[src/rtl/mc_control_fsm.sv]
// mc_control_fsm: multi-cycle Moore control FSM for a MIPS subset with a memory-ready timeout.
// Optional feature: define MC_ILLEGAL_TRAP_EN to send unlisted opcodes to ERROR (default: NOP).
module mc_control_fsm #(
    parameter int ALUOP_W = 3,
    parameter int TMO_W   = 4
) (
    input  logic               clk,
    input  logic               rst_n,
    input  logic [5:0]         opcode,
    input  logic               zero,
    input  logic               mem_ready,
    output logic               mem_read,
    output logic               mem_write,
    output logic               i_or_d,
    output logic               ir_write,
    output logic               pc_write,
    output logic [1:0]         pc_src,
    output logic               alu_src_a,
    output logic [1:0]         alu_src_b,
    output logic [ALUOP_W-1:0] alu_op,
    output logic [1:0]         reg_dst,
    output logic               mem_to_reg,
    output logic               reg_write,
    output logic               is_jal,
    output logic               error,
    output logic [3:0]         state_o
);
    typedef enum logic [3:0] {
        S_IDLE   = 4'd0,  S_FETCH  = 4'd1,  S_DECODE = 4'd2,  S_MEMADR = 4'd3,
        S_MEMRD  = 4'd4,  S_MEMWB  = 4'd5,  S_MEMWR  = 4'd6,  S_EXEC_R = 4'd7,
        S_EXEC_I = 4'd8,  S_ALU_WB = 4'd9,  S_BRANCH = 4'd10, S_JUMP   = 4'd11,
        S_ERROR  = 4'd12
    } state_e;

    localparam logic [5:0] OPC_RTYPE = 6'b000000;
    localparam logic [5:0] OPC_J     = 6'b000010;
    localparam logic [5:0] OPC_JAL   = 6'b000011;
    localparam logic [5:0] OPC_BEQ   = 6'b000100;
    localparam logic [5:0] OPC_BNE   = 6'b000101;
    localparam logic [5:0] OPC_ADDI  = 6'b001000;
    localparam logic [5:0] OPC_SLTI  = 6'b001010;
    localparam logic [5:0] OPC_ANDI  = 6'b001100;
    localparam logic [5:0] OPC_ORI   = 6'b001101;
    localparam logic [5:0] OPC_XORI  = 6'b001110;
    localparam logic [5:0] OPC_LUI   = 6'b001111;
    localparam logic [5:0] OPC_LW    = 6'b100011;
    localparam logic [5:0] OPC_SW    = 6'b101011;

    localparam logic [ALUOP_W-1:0] OP_ADD   = ALUOP_W'(3'd0);
    localparam logic [ALUOP_W-1:0] OP_SUB   = ALUOP_W'(3'd1);
    localparam logic [ALUOP_W-1:0] OP_FUNCT = ALUOP_W'(3'd2);
    localparam logic [ALUOP_W-1:0] OP_SLT   = ALUOP_W'(3'd3);
    localparam logic [ALUOP_W-1:0] OP_AND   = ALUOP_W'(3'd4);
    localparam logic [ALUOP_W-1:0] OP_OR    = ALUOP_W'(3'd5);
    localparam logic [ALUOP_W-1:0] OP_XOR   = ALUOP_W'(3'd6);
    localparam logic [ALUOP_W-1:0] OP_LUI   = ALUOP_W'(3'd7);

    localparam logic [TMO_W-1:0] CNT_MAX = {TMO_W{1'b1}};

    state_e           state_q, state_d;
    logic [TMO_W-1:0] cnt_q, cnt_d;
    logic             rtype_q, rtype_d;
    logic             error_q, error_d;
    logic             wait_st_s;
    logic             timeout_s;

    // Timeout fires in the cycle the counter sits at its terminal value with memory still busy.
    always_comb begin
        wait_st_s = (state_q == S_FETCH) || (state_q == S_MEMRD) || (state_q == S_MEMWR);
        timeout_s = wait_st_s && !mem_ready && (cnt_q == CNT_MAX);
    end

    // Next-state logic.
    always_comb begin
        state_d = state_q;
        case (state_q)
            S_IDLE:   state_d = S_FETCH;
            S_FETCH: begin
                if (mem_ready)      state_d = S_DECODE;
                else if (timeout_s) state_d = S_ERROR;
                else                state_d = S_FETCH;
            end
            S_DECODE: begin
                case (opcode)
                    OPC_RTYPE:                   state_d = S_EXEC_R;
                    OPC_LW, OPC_SW:              state_d = S_MEMADR;
                    OPC_ADDI, OPC_SLTI, OPC_ANDI,
                    OPC_ORI, OPC_XORI, OPC_LUI:  state_d = S_EXEC_I;
                    OPC_BEQ, OPC_BNE:            state_d = S_BRANCH;
                    OPC_J, OPC_JAL:              state_d = S_JUMP;
`ifdef MC_ILLEGAL_TRAP_EN
                    default:                     state_d = S_ERROR;
`else
                    default:                     state_d = S_FETCH;
`endif
                endcase
            end
            S_MEMADR: begin
                if (opcode == OPC_SW) state_d = S_MEMWR;
                else                  state_d = S_MEMRD;
            end
            S_MEMRD: begin
                if (mem_ready)      state_d = S_MEMWB;
                else if (timeout_s) state_d = S_ERROR;
                else                state_d = S_MEMRD;
            end
            S_MEMWR: begin
                if (mem_ready)      state_d = S_FETCH;
                else if (timeout_s) state_d = S_ERROR;
                else                state_d = S_MEMWR;
            end
            S_EXEC_R, S_EXEC_I:                state_d = S_ALU_WB;
            S_MEMWB, S_ALU_WB, S_BRANCH, S_JUMP: state_d = S_FETCH;
            S_ERROR:                           state_d = S_ERROR;
            default:                           state_d = S_ERROR;
        endcase
    end

    // Wait counter restarts on every state change; the latched R-type bit selects rd in ALU_WB.
    always_comb begin
        cnt_d   = cnt_q;
        rtype_d = rtype_q;
        error_d = error_q;
        if (state_d != state_q)          cnt_d = '0;
        else if (wait_st_s && !mem_ready) cnt_d = cnt_q + TMO_W'(1'b1);
        else                             cnt_d = cnt_q;
        if (state_q == S_EXEC_R)      rtype_d = 1'b1;
        else if (state_q == S_EXEC_I) rtype_d = 1'b0;
        else                          rtype_d = rtype_q;
        if (state_d == S_ERROR) error_d = 1'b1;
        else                    error_d = error_q;
    end

    // State, counter, and sticky error registers.
    always_ff @(posedge clk or negedge rst_n) begin
        if (!rst_n) begin
            state_q <= S_IDLE;
            cnt_q   <= '0;
            rtype_q <= 1'b0;
            error_q <= 1'b0;
        end else begin
            state_q <= state_d;
            cnt_q   <= cnt_d;
            rtype_q <= rtype_d;
            error_q <= error_d;
        end
    end

    // Moore output decode; ir_write/pc_write additionally qualified by mem_ready or zero.
    always_comb begin
        mem_read   = 1'b0;
        mem_write  = 1'b0;
        i_or_d     = 1'b0;
        ir_write   = 1'b0;
        pc_write   = 1'b0;
        pc_src     = 2'b00;
        alu_src_a  = 1'b0;
        alu_src_b  = 2'b00;
        alu_op     = OP_ADD;
        reg_dst    = 2'b00;
        mem_to_reg = 1'b0;
        reg_write  = 1'b0;
        is_jal     = 1'b0;
        case (state_q)
            S_FETCH: begin
                mem_read  = 1'b1;
                alu_src_b = 2'b01;
                ir_write  = mem_ready;
                pc_write  = mem_ready;
            end
            S_DECODE: alu_src_b = 2'b11;
            S_MEMADR: begin
                alu_src_a = 1'b1;
                alu_src_b = 2'b10;
            end
            S_MEMRD: begin
                mem_read = 1'b1;
                i_or_d   = 1'b1;
            end
            S_MEMWB: begin
                reg_write  = 1'b1;
                mem_to_reg = 1'b1;
            end
            S_MEMWR: begin
                mem_write = 1'b1;
                i_or_d    = 1'b1;
            end
            S_EXEC_R: begin
                alu_src_a = 1'b1;
                alu_op    = OP_FUNCT;
            end
            S_EXEC_I: begin
                alu_src_a = 1'b1;
                alu_src_b = 2'b10;
                case (opcode)
                    OPC_SLTI: alu_op = OP_SLT;
                    OPC_ANDI: alu_op = OP_AND;
                    OPC_ORI:  alu_op = OP_OR;
                    OPC_XORI: alu_op = OP_XOR;
                    OPC_LUI:  alu_op = OP_LUI;
                    default:  alu_op = OP_ADD;
                endcase
            end
            S_ALU_WB: begin
                reg_write = 1'b1;
                if (rtype_q) reg_dst = 2'b01;
                else         reg_dst = 2'b00;
            end
            S_BRANCH: begin
                alu_src_a = 1'b1;
                alu_op    = OP_SUB;
                pc_src    = 2'b01;
                if (opcode == OPC_BEQ)      pc_write = zero;
                else if (opcode == OPC_BNE) pc_write = ~zero;
                else                        pc_write = 1'b0;
            end
            S_JUMP: begin
                pc_src   = 2'b10;
                pc_write = 1'b1;
                if (opcode == OPC_JAL) begin
                    reg_write = 1'b1;
                    reg_dst   = 2'b10;
                    is_jal    = 1'b1;
                end else begin
                    is_jal    = 1'b0;
                end
            end
            default: ;
        endcase
    end

    assign error   = error_q;
    assign state_o = state_q;

endmodule

[config.mk]
export PLATFORM = sky130hd
export DESIGN_NAME = mc_control_fsm
export DESIGN_NICKNAME = d
export VERILOG_FILES = /design/src/rtl/mc_control_fsm.sv
export SDC_FILE = /design/constraint.sdc
export NUM_CORES = 1
export LEC_CHECK = 0
export CAP_MARGIN = 20
export CORE_UTILIZATION = 46
export DETAILED_ROUTE_END_ITERATION = 10
export PLACE_DENSITY = 0.9
export SYNTH_ARGS = -nofsm -noshare
export SYNTH_HDL_FRONTEND = slang
export SYNTH_SLANG_ARGS = --single-unit
[constraint.sdc]
create_clock -name clk -period 2.95 [get_ports clk]
set_clock_uncertainty 0.2 [all_clocks]
set_input_delay 0.885 -clock clk [delete_from_list [all_inputs] [get_ports clk]]
set_output_delay 0.885 -clock clk [all_outputs]
set_load 0.05 [all_outputs]
==> results.json, run 1 <==
{
  "antennaDiodeCount": 0,
  "syn_to_final_growth_pct": 70.6,
  "peakVddDrop_mv": 0.286,
  "reg2reg_from": "state_o[2]",
  "tns_ns": 0,
  "cts_hold_buffers": 0,
  "setup_viol": 0,
  "grt_start_max_net_pins": 21,
  "cts_buffers": 3,
  "antenna_found_initial": 0,
  "ys_seq_area_share_pct": 24.8,
  "yosysMostFrequentCell": "nor2_1",
  "grt-ovfl-total": 0,
  "worst_slew_pin_slew_ns": 0.506,
  "clkTransAtPathRegs_ns": 0.06,
  "critPathLaunch": "opcode[4]",
  "start_util_pct": 49.9,
  "hold_start": "error",
  "drc": 0,
  "min_path_cells": 1,
  "die_y_um": 48.9,
  "crit_required_ns": 1.87,
  "coreArea_sq_mm": 0.00202,
  "utilization_pct": 85.2,
  "total_power_uw": 307,
  "ys.flop_type": "dfrtp_1",
  "clkLatencyLatePin_ns": 0.26,
  "core.rowCount": 16,
  "synth_nets": 144,
  "cts.sinks": 10,
  "synth_cells": 132,
  "status": "finished, final reports clean",
  "syn_avg_cell_area_sq_um": 7.65,
  "rsz0062_at_grt": "false",
  "gp_congestion": 0.876,
  "drt-initial-drc-count": 65,
  "nNetsFinal": 195,
  "root_buffer": "clkbuf_4",
  "cp-end-kind": "output pin",
  "drt-total-wl_um": 3470,
  "firstDrtPassIters": 4,
  "arrival_ns": 1.80,
  "ys_warn_count": 0,
  "wl_per_cell_um": 16.6,
  "hold_violations": 0,
  "io_buffers": 32,
  "synth_edf_count": 0,
  "grt_usage_pct": 32.2,
  "synth_cell_type_count": 45,
  "fp.dieW_um": 48.9,
  "finalCriticalPeriod_ns": 2.89,
  "async_reset_ff_share_pct": 100,
  "mappedNetlistArea_sq_mm": 0.00101,
  "finalCritPeriodShare_pct": 97.9,
  "synthTopCellsByArea": "dfrtp_1 25%, nor2_1 7.4%, a211oi_1 3.7%",
  "p_leak_uw": 0.000736,
  "vias": 1260,
  "hpwl_um": 2680,
  "synth_common_cells": "20 x nor2_1, 10 x dfrtp_1, 8 x nand2_1",
  "htreeDepth": 1,
  "synth-seq-cells": 10,
  "io-pin-count": 33,
  "final_max_slew_viol_count": 0,
  "antenna_left": 0,
  "finalInstanceArea_sq_mm": 0.00172,
  "drive_gt1_share_pct": 41.2,
  "cts_tree": "built",
  "grt_pass1_vias": 1306,
  "max-cap-violations": 0,
  "powerDensity_mw_per_mm2": 178,
  "hold_class": "reg -> reg",
  "grt_pass1_wl_um": 5980,
  "cts_buffer_depth": 2,
  "r2r_cells": 7,
  "cp_max_fo": 3,
  "startpoint_type": "input pin",
  "yosysTopAreaCell": "dfrtp_1",
  "yosysTopAreaCellShare_pct": 24.8,
  "slew_headroom_pct": 66.1,
  "fmax_mhz": 346,
  "place_area_sq_mm": 0.00166,
  "viasPerCell": 6.03,
  "worstSetupPathType": "in -> out",
  "die-area_sq_mm": 0.00239
}
[power breakdown]
| part | leakage, uW | total, uW | switching (uW) | internal (uW) |
|---|---|---|---|---|
| sequential | 0.000120 | 137 | 0 | 137 |
| clock | 0.0000210 | 119 | 44.0 | 74.8 |
| combinational | 0.000594 | 50.6 | 26.1 | 24.5 |
[layout by cell type (no fill, tap or decap), types with 2 or more instances in the layout]
cell type and instances:
o211ai_2 2, and3_1 2, nand4_1 3, nand2b_1 5, mux2i_1 2, dfrtp_1 7, buf_4 22, nor2b_1 3
inv_1 6, nor2_2 3, ha_1 2, a311oi_1 3, clkbuf_4 3, a211oi_1 5, buf_2 5, buf_12 15
nand3_1 3, xnor2_1 3, nand2_1 8, dfrtp_2 3, clkdlybuf4s50_1 7, nand4b_1 2, o21bai_1 2, nor2_1 16
buf_6 2, xor2_1 2, or2_2 2, a21oi_1 6, nor3_1 3, o21ai_0 4
[metrics by stage]
stage	setup slack (ns)	hold WS [ns]	cells
after floorplan	-0.285	0.277	132
after global placement	-0.357	0.256	204
after CTS	0.0222	0.296	209
final	0.0631	0.285	209
after detailed placement	-0.459	0.279	204
after global routing	0.00704	0.296	209
[flip-flops by register name (all words and copies together), names as in the netlist]
register and count:
cnt_q 4, rtype_q 1, error 1, state_o 4
[per-layer routing]
| metal | routed length (um) | vias up | global-route usage [%] |
|---|---|---|---|
| met1 | 1360 | 595 | 36.7 |
| met5 | 0 | - | 0 |
| met4 | 57 | 0 | 12.3 |
| met2 | 1850 | 69 | 60.0 |
| met3 | 202 | 8 | 4.36 |
| li1 | - | 588 | - |
[timing repair]
item / CTS / global route
cloned: 0 / 0
gates resized for setup: 34 / 3
setup buffers: 1 / 0
endpoints found under the setup margin: 11 / 4
pin swaps: 7 / 1
[logic make-up after synthesis]
kind of cell	after synthesis	synth area share [%]
mux	2	1.98
buf+inv	14	5.95
simple gates	65	35.4
flops	10	24.8
xor+xnor	5	4.34
compound gates	34	25.0
fa+ha+maj	2	2.48
[cell type report]
cell class / instances / area (sq um)
Clock buffer: 4 / 36.3
Timing Repair Buffer: 53 / 603
Tap cell: 27 / 33.8
Fill cell: 118 / 299
Multi-Input combinational cell: 108 / 769
Inverter: 7 / 26.3
Sequential cell: 10 / 254
[final timing paths]
check	to	slack (ns)
worst max register to register	cnt_q[3]	0.55
worst min register to register	error	0.28
worst min-delay path	error	0.28
max in group asynchronous	state_o[1]	1.50
worst max-delay path	alu_op[1]	0.06
min in group asynchronous	cnt_q[0]	0.73
[worst max-delay path, stage by stage]
cell	delay (ns)
buf_2	0.13
nor2_2	0.13
nand4_1	0.14
o32ai_2	0.33
buf_12	0.18
Note: power is estimated with default switching activity, not from simulation.
==> inputs of run 2 (changes only) <==
- CORE_MARGIN: not set -> 5
==> results.json, run 2 (synthesis results as in run 1) <==
{
  "htreeDepth": 1,
  "wl_per_cell_um": 20.2,
  "drt-initial-drc-count": 96,
  "dp_slack_ns": -0.388,
  "antennaDiodeCount": 0,
  "grt_start_max_net_pins": 22,
  "p_leak_uw": 0.000767,
  "grt_pass1_vias": 1309,
  "drive_gt1_share_pct": 44.8,
  "start_util_pct": 47.0,
  "nNetsFinal": 196,
  "hold_class": "reg -> reg",
  "worstSetupPathType": "in -> out",
  "arrival_ns": 1.84,
  "root_buffer": "clkbuf_4",
  "final_max_slew_viol_count": 0,
  "cts_hold_buffers": 0,
  "mostFrequentLayoutCell": "buf_4",
  "cts_buffers": 3,
  "die_y_um": 56.9,
  "coreArea_sq_mm": 0.00215,
  "cts_tree": "built",
  "powerDensity_mw_per_mm2": 176,
  "utilization_pct": 84.6,
  "antenna_left": 0,
  "clkLatencyLatePin_ns": 0.26,
  "antenna_found_initial": 0,
  "place_area_sq_mm": 0.00166,
  "gp_congestion": 0.837,
  "syn_to_final_growth_pct": 79.9,
  "finalInstanceArea_sq_mm": 0.00182,
  "worst_slew_pin_slew_ns": 0.497,
  "finalCriticalPeriod_ns": 2.92,
  "layout_common_cells": "21 x buf_4, 16 x nor2_1, 16 x buf_12",
  "slew_headroom_pct": 66.8,
  "hold_violations": 0,
  "vias": 1320,
  "clkTransAtPathRegs_ns": 0.06,
  "status": "finished, final reports clean",
  "io-pin-count": 33,
  "grt-ovfl-total": 0,
  "cts_buffer_depth": 2,
  "die-area_sq_mm": 0.00323,
  "firstDrtPassIters": 4,
  "drc": 0,
  "grt_usage_pct": 25.4,
  "core.rowCount": 17,
  "finalCritPeriodShare_pct": 99.1,
  "startpoint_type": "input pin",
  "hpwl_um": 2740,
  "cts.sinks": 10,
  "cp-end-kind": "output pin",
  "drt-total-wl_um": 4250,
  "viasPerCell": 6.26,
  "crit_required_ns": 1.87,
  "peakVddDrop_mv": 0.276,
  "fp.dieW_um": 56.9,
  "grt_pass1_wl_um": 6480,
  "fmax_mhz": 342,
  "io_buffers": 32,
  "cp_max_fo": 3,
  "setup_viol": 0,
  "max-cap-violations": 0,
  "setup_ws_ns": 0.0266
}
==> run 2: final timing paths <==
| path | startpoint | endpoint | slack [ns] | cells past startpoint |
|---|---|---|---|---|
| max | opcode[0] | alu_op[1] | 0.03 | 5 |
| min in group asynchronous | rst_n | cnt_q[3] | 0.73 | 1 |
| min reg2reg | error | error | 0.28 | 1 |
| min | error | error | 0.28 | 1 |
| max in group asynchronous | rst_n | state_o[1] | 1.48 | 1 |
| max reg2reg | state_o[0] | cnt_q[1] | 0.58 | 6 |
==> run 2: final cells by class <==
class / instances / area [sq um]
Clock buffer: 4 / 36.3
Fill cell: 109 / 332
Inverter: 7 / 26.3
Multi-Input combinational cell: 108 / 833
Sequential cell: 10 / 259
Tap cell: 28 / 35.0
Timing Repair Buffer: 54 / 627
==> run 2: stage by stage <==
stage          TNS (ns)  hold slack [ns]  cells  power, uW
2_1_floorplan     -1.01            0.277    132        154
3_3_place_gp      -2.82            0.254    205        188
3_5_place_dp      -3.35            0.268    205        191
4_1_cts         -0.0165            0.284    210        315
5_1_grt         -0.0266            0.325    211        336
6_report              0            0.277    211        320
==> run 2: per-layer routing <==
layer  vias to the layer above  track usage, %  part of all wire (%)
met1                       623            27.7                    36
li1                        589               -                     -
met3                        18            3.91                   8.2
met4                         0            13.6                   3.8
met5                         -               0                     0
met2                        90            46.2                    52
==> run 2: timing repair <==
item / in CTS / in global routing
resized for setup: 36 / 18
pin swaps: 8 / 6
setup buffers: 1 / 1
endpoints found under the setup margin: 8 / 7
cloned: 0 / 0
==> run 2: worst max-delay path, cell delays in order <==
cell and delay, ns:
buf_2 0.12, and2b_2 0.23, buf_12 0.13, o32ai_4 0.30, buf_12 0.18
==> run 2: where the power goes <==
group	switching (uW)	total (uW)	internal [uW]	leakage [uW]
sequential	0	137	137	0.000120
clock	43.1	118	74.8	0.0000210
combinational	34.2	65.0	30.8	0.000627
==> inputs of run 3 (changes only) <==
- CORE_MARGIN: 5 -> 2
- CORE_UTILIZATION: 46 -> 40
- PLACE_DENSITY: 0.9 -> 0.81
- SLEW_MARGIN: not set -> 40
==> results.json, run 3 (synthesis results as in run 1) <==
{
  "status": "finished, final reports clean",
  "grt_start_max_net_pins": 21,
  "final_max_slew_viol_count": 0,
  "layout_common_cells": "21 x buf_4, 16 x nor2_1, 15 x buf_12",
  "drt-total-wl_um": 3320,
  "io_buffers": 32,
  "hpwl_um": 2550,
  "grt-ovfl-total": 0,
  "comb_power_share_pct": 19.0,
  "p_leak_uw": 0.000728,
  "gp_congestion": 0.811,
  "max-cap-violations": 0,
  "utilization_pct": 70.6,
  "setup_viol": 0,
  "clkTransAtPathRegs_ns": 0.06,
  "reg2reg_from": "state_o[0]",
  "cts_buffer_depth": 2,
  "antennaDiodeCount": 0,
  "fp.dieW_um": 54.2,
  "arrival_ns": 1.83,
  "hold_class": "reg -> reg",
  "die-area_sq_mm": 0.00294,
  "wl_per_cell_um": 15.9,
  "mostFrequentLayoutCell": "buf_4",
  "grt_pass1_vias": 1236,
  "startpoint_type": "input pin",
  "worst_slew_pin_slew_ns": 0.496,
  "switchingPower_uw": 69.8,
  "worstSetupPathType": "in -> out",
  "peakVddDrop_mv": 0.233,
  "start_util_pct": 41.5,
  "hold_slack_ns": 0.276,
  "dp_slack_ns": -0.348,
  "die_y_um": 54.2,
  "cts.sinks": 10,
  "powerDensity_mw_per_mm2": 163,
  "setup_ws_ns": 0.0343,
  "cts_tree": "built",
  "cp_cell_sequence": "clkdlybuf4s50_1, nand3_1, o21ai_2, buf_12",
  "finalCritPeriodShare_pct": 98.8,
  "grt_usage_pct": 25.9,
  "drive_gt1_share_pct": 40.8,
  "power.switching_fraction_pct": 24.9,
  "coreArea_sq_mm": 0.00243,
  "cp_max_fo": 3,
  "antenna_left": 0,
  "crit_required_ns": 1.87,
  "root_buffer": "clkbuf_4",
  "finalCriticalPeriod_ns": 2.92,
  "io-pin-count": 33,
  "grt_pass1_wl_um": 5510,
  "clkLatencyLatePin_ns": 0.26,
  "syn_to_final_growth_pct": 70.0,
  "rsz0062_at_grt": "true",
  "vias": 1206,
  "fmax_mhz": 343,
  "hold_violations": 0,
  "cts_buffers": 3,
  "slowest_delay_ns": 0.51,
  "power_frac_seq_pct": 49.0,
  "drc": 0,
  "htreeDepth": 1,
  "firstDrtPassIters": 4,
  "slowest_stage": "clkdlybuf4s50_1",
  "power.internal_uw": 210,
  "cts_hold_buffers": 0,
  "antenna_found_initial": 0,
  "drt-initial-drc-count": 9,
  "clkPwrFrac_pct": 32.1,
  "cp-end-kind": "output pin",
  "critPathLaunch": "mem_ready",
  "slew_headroom_pct": 66.8,
  "nNetsFinal": 193,
  "core.rowCount": 18,
  "hold_start": "error",
  "viasPerCell": 5.77
}
-- run 3: cell count changes in the layout (fill, tap and decap cells not counted), moves of 2 or more --
| cell | previous run | this run |
|---|---|---|
| nor2_4 | 4 | 2 |
| dfrtp_2 | 1 | 3 |
| buf_2 | 4 | 2 |
| dfrtp_4 | 2 | 0 |
| nor2_2 | 0 | 2 |
-- run 3: path summary, 6_finish.rpt --
check                      cells past startpoint  slack (ns)    endpoint
max                                            4        0.03    pc_write
min                                            1        0.28       error
max reg2reg                                    6        0.69    cnt_q[2]
min reg2reg                                    1        0.28       error
max in group asynchronous                      1        1.50  state_o[1]
min in group asynchronous                      1        0.73       error
-- run 3: timing repair --
| item | 4_1_cts | 5_1_grt |
|---|---|---|
| endpoints found under the setup margin | 10 | 6 |
| resized for setup | 33 | 9 |
| setup buffers | 2 | 0 |
| pin swaps | 7 | 4 |
-- run 3: worst max-delay path, delay by kind of cell --
| family | cells | cell delay [ns] |
|---|---|---|
| buf+inv | 2 | 0.67 |
| simple gates | 1 | 0.15 |
| compound gates | 1 | 0.12 |
-- run 3: power by group through the flow --
stage | Clock, uW | Combinational (uW) | Sequential (uW)
2_1_floorplan | 0 | 14.4 | 140
3_5_place_dp | 0 | 46.8 | 140
4_1_cts | 95.8 | 50.1 | 137
3_3_place_gp | 0 | 45.2 | 140
5_1_grt | 102 | 57.1 | 137
6_report | 89.7 | 53.1 | 137
-- run 3: final cells by class --
type / count / area, sq um
multi-input cells: 108 / 786
fillers: 194 / 716
repair buffers: 51 / 591
flip-flops and latches: 10 / 254
well taps: 30 / 37.5
inverters: 7 / 26.3
clock buffers: 3 / 22.5
-- run 3: per-layer routing --
metal  up-vias  wire [um]  global-route usage, %
met5         -          0                      0
met4         0         63                   13.3
met3        10        201                   6.01
met2        53       1780                   47.0
met1       559       1270                   27.8
li1        584          -                      -
-- run 3: stage by stage --
step / setup TNS, ns / instances / area, sq um / power (uW)
global placement: -2.87 / 204 / 1640 / 185
global route: -0.00492 / 209 / 1720 / 296
CTS: 0 / 209 / 1700 / 283
finish: 0 / 209 / 1720 / 280
detailed placement: -3.28 / 204 / 1640 / 186
floorplan: -1.01 / 132 / 1050 / 154
